## config.mk

```make
export PLATFORM = sky130hd
export DESIGN_NAME = seq_alu_par
export DESIGN_NICKNAME = d
export VERILOG_FILES = /design/src/rtl/alu_pkg.sv /design/src/rtl/seq_alu_mul.sv /design/src/rtl/seq_alu_par.sv
export SDC_FILE = /design/constraint.sdc
export NUM_CORES = 1
export LEC_CHECK = 0
export CAP_MARGIN = 20
export CORE_UTILIZATION = 25
export CTS_CLUSTER_SIZE = 30
export DETAILED_ROUTE_END_ITERATION = 16
export SYNTH_ARGS = -nofsm -noshare
export SYNTH_HDL_FRONTEND = slang
export SYNTH_SLANG_ARGS = --single-unit
```

## constraint.sdc

```tcl
create_clock -name clk -period 9.7 [get_ports clk]
set_input_delay 1.455 -clock clk [delete_from_list [all_inputs] [get_ports clk]]
set_output_delay 1.455 -clock clk [all_outputs]
set_load 0.005 [all_outputs]
```

## src/rtl/alu_pkg.sv

```systemverilog
// alu_pkg: shared opcode and FSM state types for seq_alu_par
package alu_pkg;
  typedef enum logic [2:0] {
    OP_NEG   = 3'b000,
    OP_INC   = 3'b001,
    OP_ADC   = 3'b010,
    OP_ADDSH = 3'b011,
    OP_AND   = 3'b100,
    OP_OR    = 3'b101,
    OP_CAT   = 3'b110,
    OP_MUL   = 3'b111
  } op_t;
  typedef enum logic {ST_IDLE, ST_MUL} state_t;
endpackage

```

## src/rtl/seq_alu_mul.sv

```systemverilog
// seq_alu_mul: shift-add multiplier, one iteration per edge while i_run
module seq_alu_mul #(
  parameter int WIDTH = 16
) (
  input  logic             clk,
  input  logic             rst,
  input  logic             i_load,
  input  logic             i_run,
  input  logic [WIDTH-1:0] i_a,
  input  logic [WIDTH-1:0] i_b,
  output logic             o_last,
  output logic [WIDTH-1:0] o_prod
);
  localparam int CW = $clog2(WIDTH) + 1;
  logic [WIDTH-1:0] r_acc;
  logic [WIDTH-1:0] r_mcand;
  logic [WIDTH-1:0] r_mplier;
  logic [CW-1:0]    r_cnt;
  // o_prod is the accumulator after the current iteration, so the final edge can register it directly
  assign o_prod = r_acc + (r_mplier[0] ? r_mcand : '0);
  assign o_last = r_cnt == CW'(WIDTH - 1);
  always_ff @(posedge clk) begin
    if (rst) begin
      r_acc    <= '0;
      r_mcand  <= '0;
      r_mplier <= '0;
      r_cnt    <= '0;
    end else if (i_load) begin
      r_acc    <= '0;
      r_mcand  <= i_a;
      r_mplier <= i_b;
      r_cnt    <= '0;
    end else if (i_run) begin
      r_acc    <= o_prod;
      r_mcand  <= r_mcand << 1;
      r_mplier <= r_mplier >> 1;
      r_cnt    <= r_cnt + 1'b1;
    end
  end
endmodule

```

## src/rtl/seq_alu_par.sv

```systemverilog
// seq_alu_par: registered ALU, single-cycle ops plus a WIDTH-cycle multiply
module seq_alu_par
  import alu_pkg::*;
#(
  parameter int WIDTH = 16
) (
  input  logic             clk,
  input  logic             rst,
  input  logic             start,
  input  logic [WIDTH-1:0] a,
  input  logic [WIDTH-1:0] b,
  input  logic             cin,
  input  logic [2:0]       opc,
  output logic             busy,
  output logic             done,
  output logic [WIDTH-1:0] w,
  output logic             zer,
  output logic             neg,
  output logic             cout,
  output logic             ovf
);
  state_t           r_state;
  op_t              w_op;
  logic [WIDTH-1:0] w_op2;
  logic [WIDTH:0]   w_sum;
  logic             w_add_ovf;
  logic [WIDTH-1:0] w_res;
  logic             w_c;
  logic             w_o;
  logic [WIDTH-1:0] w_prod;
  logic             w_last;
  logic             w_accept;
  logic             w_upd;
  logic [WIDTH-1:0] w_nxt;
  assign w_op      = op_t'(opc);
  assign w_accept  = r_state == ST_IDLE && start;
  assign w_op2     = w_op == OP_INC ? WIDTH'(1) : w_op == OP_ADDSH ? {1'b0, b[WIDTH-1:1]} : b;
  assign w_sum     = {1'b0, a} + {1'b0, w_op2} + {{WIDTH{1'b0}}, w_op == OP_ADC && cin};
  assign w_add_ovf = a[WIDTH-1] == w_op2[WIDTH-1] && w_sum[WIDTH-1] != a[WIDTH-1];
  always_comb begin
    w_res = '0;
    w_c   = 1'b0;
    w_o   = 1'b0;
    case (w_op)
      OP_NEG: begin
        w_res = -a;
        w_c   = a == '0;
        w_o   = a == {1'b1, {(WIDTH-1){1'b0}}};
      end
      OP_INC, OP_ADC, OP_ADDSH: begin
        w_res = w_sum[WIDTH-1:0];
        w_c   = w_sum[WIDTH];
        w_o   = w_add_ovf;
      end
      OP_AND:  w_res = a & b;
      OP_OR:   w_res = a | b;
      OP_CAT:  w_res = {a[WIDTH/2-1:0], b[WIDTH/2-1:0]};
      default: w_res = '0;
    endcase
  end
  seq_alu_mul #(.WIDTH(WIDTH)) u_mul (
    .clk    (clk),
    .rst    (rst),
    .i_load (w_accept && w_op == OP_MUL),
    .i_run  (r_state == ST_MUL),
    .i_a    (a),
    .i_b    (b),
    .o_last (w_last),
    .o_prod (w_prod)
  );
  assign w_upd = (w_accept && w_op != OP_MUL) || (r_state == ST_MUL && w_last);
  assign w_nxt = r_state == ST_MUL ? w_prod : w_res;
  always_ff @(posedge clk) begin
    if (rst) begin
      r_state <= ST_IDLE;
      busy    <= 1'b0;
      done    <= 1'b0;
      w       <= '0;
      zer     <= 1'b1;
      neg     <= 1'b0;
      cout    <= 1'b0;
      ovf     <= 1'b0;
    end else begin
      done <= w_upd;
      if (w_accept && w_op == OP_MUL) begin
        r_state <= ST_MUL;
        busy    <= 1'b1;
      end else if (r_state == ST_MUL && w_last) begin
        r_state <= ST_IDLE;
        busy    <= 1'b0;
      end
      if (w_upd) begin
        w    <= w_nxt;
        zer  <= w_nxt == '0;
        neg  <= w_nxt[WIDTH-1];
        cout <= r_state == ST_MUL ? 1'b0 : w_c;
        ovf  <= r_state == ST_MUL ? 1'b0 : w_o;
      end
    end
  end
endmodule

```

==> results.py, run 1 <==
metrics = {
    "die": {
        "io_pins": 61,
        "die_y_um": 153,
        "dieArea_mm2": 0.0236,
        "start_util_pct": 25.4,
        "die_x_um": 153,
        "num_rows": 55,
        "coreArea_mm2": 0.0226,
    },
    "global_route": {
        "grtUsageMet3_pct": 2.89,
        "grt_most_used_layer": "met2",
        "grt_pass1_vias": 5455,
        "grt_overflow": 0,
        "grt_max_degree": 55,
        "gr-usage-met1_pct": 21.6,
        "grtUsageMet2_pct": 25.0,
        "grt_pass1_wl_mm": 29.9,
        "antenna_found_initial": 0,
        "grt_usage_pct": 16.1,
    },
    "cts": {
        "clockRootBuffer": "clkbuf_16",
        "cts_tree": "yes",
        "hold_buffers": 0,
        "clk_pin_slew_worst_paths_ns": 0.06,
        "clock_path_buffers": 2,
        "cts_buffers": 9,
        "cts.sinks": 74,
        "cts_resized": 0,
        "htreeDepth": 3,
        "clk_latency_ns": 0.35,
        "cts_setup_buffers": 0,
    },
    "sta": {
        "min_period_over_period_pct": 61.9,
        "tightestPinTransition_ns": 1.03,
        "skew_ns": 0.0115,
        "drv_slew": 0,
        "tns_ns": 0,
        "max_freq_mhz": 167,
        "slew_headroom_pct": 29.5,
        "finalSetupViolCount": 0,
        "fin_crit_ns": 6.00,
        "rsz0062_at_grt": "no",
        "timing.final.hold_violations": 0,
    },
    "pwr": {
        "leakagePower_uw": 0.00255,
        "p_int_uw": 602,
        "comb_power_share_pct": 24.2,
        "p_seq_share_pct": 36.4,
        "p_switching_uw": 284,
        "switching_share_pct": 32.0,
        "vdd_drop_max_mv": 0.100,
        "power_density_mw_per_mm2": 130,
        "clkPwrFrac_pct": 39.4,
    },
    "drt": {
        "dr.pass1.iters": 5,
        "dr.first_iter.drc_count": 459,
        "vias": 5843,
        "drt_wl_total_mm": 18.7,
        "ant_nets": 0,
        "remaining_drc_errors": 0,
        "routedWlPerCell_um": 17.2,
        "via_per_inst": 5.37,
    },
    "hold_path": {
        "hp-class": "flip-flop to flip-flop",
        "worstHoldStart": "w[4]$_SDFFE_PP0P_",
    },
    "finish": {
        "ff_latch_area_mm2": 0.00148,
        "layout_commonest_cell": "nand2_1",
        "antennaDiodeCount": 0,
        "finalInstanceArea_mm2": 0.00684,
        "layout_common_cells": "nand2_1 (118), a21oi_1 (79), dfxtp_1 (73)",
        "multiInputGateArea_mm2": 0.00397,
        "fin_nets": 874,
        "syn2layout_area_growth_pct": 19.2,
        "fill_cells": 2394,
        "instances_no_fill": 1089,
        "drive_gt1_share_pct": 5.10,
    },
    "placement": {
        "place_hpwl_mm": 14.3,
        "gp_congestion": 0.912,
        "place_area_mm2": 0.00653,
        "dp.cells": 1073,
        "port_buffers": 60,
    },
    "flow_run": {
        "cap_violations": 0,
    },
    "yosys": {
        "synthDistinctLibCells": 73,
        "yosysSeqAreaShare_pct": 25.8,
        "netlist_instances": 773,
        "synth_warnings": 0,
        "synth-seq-cells": 74,
        "synthArstFlopShare_pct": 0,
        "syn_area_mm2": 0.00574,
        "syn-num-nets": 848,
        "synth_ff_type": "dfxtp_1",
        "synth-edff-count": 0,
        "syn_area_per_cell_um2": 7.42,
    },
    "worst_setup_path": {
        "end_kind": "flip-flop",
        "critPathLaunchType": "input port",
        "setup.worst_path.start": "opc[2]",
        "cp.required_ns": 9.94,
        "worstPathArrival_ns": 6.25,
        "critical_path_class": "input port to flip-flop",
        "crit-reg2reg-launch": "u_mul.r_mplier[0]$_SDFFE_PP0P_",
        "cp_max_fo": 31,
    },
    "outcome": {
        "status": "finished, final reports clean",
    },
}
## critical path: stages
cell and delay (ns):
clkdlybuf4s50_1 0.90, inv_1 0.33, nand2_1 0.67, o21ai_0 0.26, fa_1 0.45, inv_1 0.08, fa_1 0.19, nand2b_1 0.14
a21oi_1 0.10, o2bb2ai_2 0.25, o21ai_1 0.18, a2111oi_1 0.51, a2111oi_2 0.11, and3_1 0.18, and4_1 0.20, a31o_1 0.21
## cells in the mapped netlist, types with 3 or more instances
| cell | instances | share of area, % |
|---|---|---|
| nand2_1 | 118 | 7.7 |
| a21oi_1 | 79 | 6.9 |
| dfxtp_1 | 74 | 26 |
| nor2_1 | 58 | 3.8 |
| clkbuf_1 | 42 | 2.7 |
| o21ai_0 | 42 | 3.7 |
| a22oi_1 | 36 | 4.7 |
| ha_1 | 33 | 7.2 |
| inv_1 | 23 | 1.5 |
| a211oi_1 | 20 | 2.6 |
| and2_1 | 18 | 2.0 |
| nor3_1 | 16 | 1.4 |
| xnor2_1 | 15 | 2.3 |
| xor2_1 | 14 | 2.1 |
| mux2i_1 | 11 | 1.9 |
| maj3_1 | 10 | 1.7 |
| nand2b_1 | 10 | 1.1 |
| nand3_1 | 10 | 0.87 |
| o21a_1 | 10 | 1.3 |
| o22ai_1 | 8 | 0.87 |
| or3_1 | 8 | 0.87 |
| nor4_1 | 7 | 0.76 |
| and3_1 | 6 | 0.65 |
| o21bai_1 | 6 | 0.79 |
| nand3b_1 | 5 | 0.65 |
| nor2b_1 | 5 | 0.55 |
| nor3b_1 | 5 | 0.65 |
| o211a_1 | 5 | 0.87 |
| a31oi_1 | 4 | 0.44 |
| buf_1 | 4 | 0.26 |
| nand4_1 | 4 | 0.44 |
| o31ai_1 | 4 | 0.52 |
| a21o_1 | 3 | 0.39 |
| a22o_1 | 3 | 0.46 |
| buf_2 | 3 | 0.26 |
| fa_1 | 3 | 1.0 |
| o2111ai_1 | 3 | 0.46 |
| o211ai_1 | 3 | 0.39 |
| o21ai_1 | 3 | 0.26 |
## final timing paths
check                            to  slack, ns  cells past startpoint
hold reg to reg   w[4]$_SDFFE_PP0P_       0.45                      2
hold / removal    w[4]$_SDFFE_PP0P_       0.45                      2
setup reg to reg   zer$_SDFFE_PP1P_       5.92                     11
setup / recovery   zer$_SDFFE_PP1P_       3.70                     16
## logic make-up after synthesis
family                   after synthesis  share of synthesized area, %
AO/OA/AOI/OAI                        255                          28.9
multiplexers                          12                          2.12
AND/OR/NAND/NOR                      283                          23.6
adder cells (fa/ha/maj)               46                          9.99
flip-flops                            74                          25.8
XOR/XNOR                              29                          4.43
buffers and inverters                 74                          5.10
## power groups by stage
stage / combinational [µW] / clock [µW] / sequential, µW
floorplan: 130 / 0 / 327
global placement: 208 / 0 / 329
detailed placement: 209 / 0 / 329
CTS: 210 / 355 / 322
global route: 233 / 369 / 323
finish: 214 / 349 / 322
## per-stage QoR
step | hold WS, ns | power, µW | worst slack [ns] | util (%)
final | 0.451 | 885 | 3.70 | 30.3
after global routing | 0.467 | 926 | 3.23 | 30.3
after CTS | 0.453 | 887 | 3.81 | 30.3
after detailed placement | 0.444 | 538 | 3.45 | 28.9
after global placement | 0.444 | 537 | 3.53 | 28.9
after floorplan | 0.437 | 457 | 4.77 | -
## metal layers
| metal | wire [µm] | vias up | part of all wire, % |
|---|---|---|---|
| li1 | - | 2862 | - |
| met1 | 8670 | 2718 | 46 |
| met2 | 8230 | 229 | 44 |
| met3 | 1300 | 34 | 6.9 |
| met4 | 496 | 0 | 2.7 |
| met5 | 0 | - | 0 |
## final cells by class
type	instances	share of cell area, %
well taps	285	5.22
inverters	23	1.26
repair buffers	66	9.37
clock inverters	7	1.13
multi-input cells	625	58.0
flip-flops and latches	74	21.7
clock buffers	9	3.29
## state kept, by name, indices dropped and copies added (netlist names)
register and count:
cout 1, done 1, ovf 1, r_state 1, u_mul.r_acc 16, u_mul.r_cnt 5, u_mul.r_mcand 16, u_mul.r_mplier 16
w 16, zer 1
(Power assumes the default switching activity.)
==> inputs of run 2 (changes only) <==
==> constraint.sdc (replaced) <==
create_clock -name clk -period 6.2 [get_ports clk]
set_input_delay 0.93 -clock clk [delete_from_list [all_inputs] [get_ports clk]]
set_output_delay 0.93 -clock clk [all_outputs]
set_load 0.005 [all_outputs]
==> run 2 against run 1 <==
  * Global-route usage up 0.41 points
  * Count of clock-buffer cells in the layout up 1
  * Worst hold slack better by 0.0025 ns
  * Highest routed layer unchanged
  * Critical path type unchanged
  * Core utilization up 0.39 points
  * Largest cell class unchanged
==> results.py, run 2 (same netlist as run 1, synthesis figures left out) <==
metrics = {
    "global_route": {
        "grt_overflow": 0,
        "gr-usage-met1_pct": 21.9,
        "grtUsageMet2_pct": 26.8,
        "grt_most_used_layer": "met2",
        "grt_pass1_vias": 5444,
        "grtUsageMet3_pct": 2.21,
        "grt_usage_pct": 16.5,
        "grt_max_degree": 72,
        "antenna_found_initial": 0,
        "grt_pass1_wl_mm": 30.5,
    },
    "sta": {
        "min_period_over_period_pct": 76.2,
        "slew_headroom_pct": 36.4,
        "finalSetupViolCount": 0,
        "drv_slew": 0,
        "tightestPinTransition_ns": 0.954,
        "fin_crit_ns": 4.72,
        "tns_ns": 0,
        "rsz0062_at_grt": "no",
        "skew_ns": 0.00927,
        "timing.final.hold_violations": 0,
        "max_freq_mhz": 212,
    },
    "cts": {
        "cts_buffers": 9,
        "clock_path_buffers": 2,
        "cts.sinks": 74,
        "hold_buffers": 0,
        "cts_resized": 0,
        "clk_pin_slew_worst_paths_ns": 0.06,
        "cts_tree": "yes",
        "clockRootBuffer": "clkbuf_16",
        "htreeDepth": 3,
        "clk_latency_ns": 0.34,
        "cts_setup_buffers": 0,
    },
    "drt": {
        "remaining_drc_errors": 0,
        "dr.pass1.iters": 5,
        "ant_nets": 0,
        "routedWlPerCell_um": 17.6,
        "vias": 5849,
        "via_per_inst": 5.36,
        "dr.first_iter.drc_count": 504,
        "drt_wl_total_mm": 19.2,
    },
    "placement": {
        "place_hpwl_mm": 14.5,
        "gp_congestion": 0.942,
        "place_area_mm2": 0.00658,
        "port_buffers": 60,
    },
    "die": {
        "coreArea_mm2": 0.0226,
        "dieArea_mm2": 0.0236,
        "start_util_pct": 25.4,
        "num_rows": 55,
        "die_x_um": 153,
        "io_pins": 61,
        "die_y_um": 153,
    },
    "finish": {
        "syn2layout_area_growth_pct": 20.7,
        "drive_gt1_share_pct": 5.45,
        "fin_nets": 878,
        "ff_latch_area_mm2": 0.00148,
        "layout_common_cells": "nand2_1 (118), a21oi_1 (79), dfxtp_1 (73)",
        "antennaDiodeCount": 0,
        "multiInputGateArea_mm2": 0.00397,
        "layout_commonest_cell": "nand2_1",
        "fill_cells": 2417,
        "finalInstanceArea_mm2": 0.00693,
    },
    "worst_setup_path": {
        "cp.required_ns": 6.49,
        "worstPathArrival_ns": 5.01,
        "critPathLaunchType": "input port",
        "end_kind": "flip-flop",
        "critical_path_class": "input port to flip-flop",
        "cp_max_fo": 25,
    },
    "flow_run": {
        "cap_violations": 0,
    },
    "pwr": {
        "leakagePower_uw": 0.00260,
        "power_density_mw_per_mm2": 209,
        "finalPower_uw": 1450,
        "vdd_drop_max_mv": 0.132,
    },
    "outcome": {
        "status": "finished, final reports clean",
    },
    "hold_path": {
        "hp-class": "flip-flop to flip-flop",
    },
}
==> run 2: stage by stage <==
| stage | utilization [%] | hold WS, ns | worst slack (ns) | instances |
|---|---|---|---|---|
| 2_1_floorplan | - | 0.437 | 1.79 | 773 |
| 3_3_place_gp | 29.0 | 0.444 | 1.28 | 1076 |
| 3_5_place_dp | 29.2 | 0.446 | 1.21 | 1077 |
| 4_1_cts | 30.7 | 0.455 | 1.55 | 1092 |
| 5_1_grt | 30.7 | 0.468 | 1.06 | 1092 |
| 6_report | 30.7 | 0.454 | 1.48 | 1092 |
==> run 2: routing by layer <==
layer / wire, µm / up-vias / part of all wire (%)
li1: - / 2867 / -
met1: 8760 / 2723 / 46
met2: 8850 / 221 / 46
met3: 1100 / 38 / 5.7
met4: 538 / 0 / 2.8
met5: 0 / - / 0
==> run 2: layout make-up <==
type                            instances  area share, %
Clock inverter                          5           1.48
Multi-Input combinational cell        625           57.3
Inverter                               23           1.25
Tap cell                              285           5.15
Sequential cell                        74           21.4
Timing Repair Buffer                   70           9.97
Clock buffer                           10           3.45
==> run 2: final timing paths <==
path | start | to | slack, ns | cells past startpoint
worst max-delay path | opc[2] | zer$_SDFFE_PP1P_ | 1.48 | 16
worst min-delay path | w[1]$_SDFFE_PP0P_ | w[1]$_SDFFE_PP0P_ | 0.45 | 2
worst max register to register | u_mul.r_mplier[0]$_SDFFE_PP0P_ | zer$_SDFFE_PP1P_ | 2.73 | 11
worst min register to register | w[1]$_SDFFE_PP0P_ | w[1]$_SDFFE_PP0P_ | 0.45 | 2
==> run 2: critical path, cell delays in order <==
cell and delay [ns]:
clkdlybuf4s50_1 0.46, buf_4 0.24, inv_1 0.21, nand2_1 0.22, buf_4 0.28, o21ai_0 0.13, ha_1 0.34, o21ai_0 0.12
nor3b_1 0.48, o21ai_0 0.24, o21bai_1 0.24, mux2i_1 0.12, nor4_1 0.43, and3_1 0.22, and4_1 0.19, a31o_1 0.15
==> run 2: report_power, final <==
group | switching [µW] | internal [µW]
clock network | 208 | 401
logic | 201 | 137
registers | 10.1 | 492
total | 419 | 1030
==> inputs of run 3 (changes only) <==
==> constraint.sdc (replaced) <==
create_clock -name clk -period 4.2 [get_ports clk]
set_input_delay 0.63 -clock clk [delete_from_list [all_inputs] [get_ports clk]]
set_output_delay 0.63 -clock clk [all_outputs]
set_load 0.005 [all_outputs]
==> run 3 against run 2 <==
  * Critical path depth rose by 2
  * Largest power group unchanged
  * Critical endpoint unchanged
  * Clock power is 30% higher
  * Total power rose by 44%
  * Register-to-register slack worse by 2.0 ns
==> results.py, run 3 (same netlist as run 1, synthesis figures left out) <==
metrics = {
    "placement": {
        "port_buffers": 60,
        "gp_congestion": 0.967,
        "dp.cells": 1125,
        "place_hpwl_mm": 15.3,
        "pre_cts_ws_ns": 0.00199,
    },
    "sta": {
        "min_period_over_period_pct": 90.8,
        "slew_headroom_pct": 47.4,
        "fin_crit_ns": 3.81,
        "tightestPinTransition_ns": 0.769,
        "timing.final.hold_violations": 0,
        "finalSetupViolCount": 0,
        "drv_slew": 0,
        "max_freq_mhz": 262,
        "rsz0062_at_grt": "no",
        "skew_ns": 0.00932,
        "worst_slack_ns": 0.387,
        "tns_ns": 0,
    },
    "die": {
        "dieArea_mm2": 0.0236,
        "coreArea_mm2": 0.0226,
        "io_pins": 61,
        "start_util_pct": 25.4,
        "num_rows": 55,
        "die_y_um": 153,
        "die_x_um": 153,
    },
    "hold_path": {
        "hold_end": "u_mul.r_mplier[3]$_SDFFE_PP0P_",
        "hp-class": "flip-flop to flip-flop",
        "worstHoldStart": "u_mul.r_mplier[3]$_SDFFE_PP0P_",
        "whs_path_depth": 2,
    },
    "outcome": {
        "status": "finished, final reports clean",
    },
    "drt": {
        "routedWlPerCell_um": 17.3,
        "vias": 6067,
        "via_per_inst": 5.32,
        "ant_nets": 0,
        "dr.first_iter.drc_count": 416,
        "drt_wl_total_mm": 19.7,
        "remaining_drc_errors": 0,
        "dr.pass1.iters": 5,
    },
    "worst_setup_path": {
        "crit-reg2reg-launch": "u_mul.r_mplier[0]$_SDFFE_PP0P_",
        "critPathLaunchType": "input port",
        "rr_worst_depth": 11,
        "cp.depth": 18,
        "cp_max_fo": 10,
        "worstPathArrival_ns": 4.10,
        "critical_path_class": "input port to flip-flop",
        "r2r_end": "zer$_SDFFE_PP1P_",
        "cpPeakStageDelay_ns": 0.46,
        "path_buf_inv": 5,
        "cp.required_ns": 4.49,
        "cpMaxStageDelayCell": "clkdlybuf4s50_1",
        "crit_family": "simple AND/OR/NAND/NOR gates",
        "reg2reg_slack_ns": 0.70,
        "crit_chain": "clkdlybuf4s50_1, inv_1, nand2_1, buf_4, nand2_1, o21a_1, inv_1, ha_1, a211oi_1, nor3b_1, buf_4, o21ai_0, o21bai_1, mux2i_1, nor4_2, and3_1, and4_1, a31o_1",
        "end_kind": "flip-flop",
    },
    "cts": {
        "clk_pin_slew_worst_paths_ns": 0.06,
        "clock_path_buffers": 2,
        "cts_resized": 0,
        "clk_latency_ns": 0.35,
        "htreeDepth": 3,
        "cts_setup_buffers": 0,
        "cts_tree": "yes",
        "cts_buffers": 9,
        "hold_buffers": 0,
        "cts.sinks": 74,
        "clockRootBuffer": "clkbuf_16",
    },
    "global_route": {
        "grt_pass1_vias": 5663,
        "grt_pass1_wl_mm": 31.0,
        "grt_overflow": 0,
        "grt_usage_pct": 16.8,
        "grt_max_degree": 52,
        "antenna_found_initial": 0,
    },
    "finish": {
        "layout_common_cells": "nand2_1 (118), a21oi_1 (79), dfxtp_1 (73)",
        "fin_nets": 926,
        "antennaDiodeCount": 0,
        "drive_gt1_share_pct": 10.9,
        "instances_no_fill": 1141,
        "syn2layout_area_growth_pct": 26.1,
        "layout_commonest_cell": "nand2_1",
        "fill_cells": 2438,
    },
    "flow_run": {
        "cap_violations": 0,
    },
    "pwr": {
        "leakagePower_uw": 0.00280,
        "power_density_mw_per_mm2": 289,
        "vdd_drop_max_mv": 0.177,
    },
}
## run 3: cell count changes in the layout (fill, tap and decap cells not counted), sizes merged
cell,before,now
inv,23,24
bufinv,3,1
clkinvlp,1,2
buf,11,59
clkbuf,10,11
## run 3: metrics by stage
step                      power (µW)  util [%]  instance area, µm²  hold slack, ns
after global routing            2200      32.1                7240           0.482
after global placement          1300      30.7                6920           0.441
after floorplan                 1050         -                5740           0.437
after detailed placement        1310      30.7                6920           0.448
after CTS                       2110      32.0                7230           0.456
final                           2090      32.1                7240           0.455
## run 3: how the worst max path moves through the flow
stage	startpoint	to	slack (ns)
6_report	opc[2]	zer$_SDFFE_PP1P_	0.39
5_1_grt	opc[2]	zer$_SDFFE_PP1P_	0.1
4_1_cts	opc[2]	zer$_SDFFE_PP1P_	0.34
2_1_floorplan	opc[0]	zer$_SDFFE_PP1P_	0.09
3_3_place_gp	opc[2]	zer$_SDFFE_PP1P_	0.09
3_5_place_dp	opc[2]	zer$_SDFFE_PP1P_	0.002
## run 3: report_power, final
group          internal (µW)  switching [µW]  total, µW
Combinational            249             310        559
Sequential               727            13.8        741
Clock                    479             314        793
## run 3: layer usage
layer  part of all wire (%)  global-route usage (%)  vias up
met5                      0                       0        -
met4                    3.7                    8.14        0
met3                    5.3                    2.78       38
met2                     45                    26.8      208
met1                     46                    22.0     2859
li1                       -                       -     2962
## run 3: tightest hold or removal path: cells and delay by family, from the launching register on
family             cells  cell delay (ns)
DFF                    1             0.31
and+or+nand+nor        1             0.05
AOI/OAI and AO/OA      1             0.05
## run 3: layout make-up
cell class | instances | area [µm²] | area share, %
sequential | 74 | 1480 | 20.5
tap | 285 | 357 | 4.93
inverter | 23 | 86.3 | 1.19
timing repair buffer | 118 | 1030 | 14.2
multi-input combinational | 625 | 3970 | 54.9
clock inverter | 5 | 62.6 | 0.865
clock buffer | 11 | 243 | 3.35
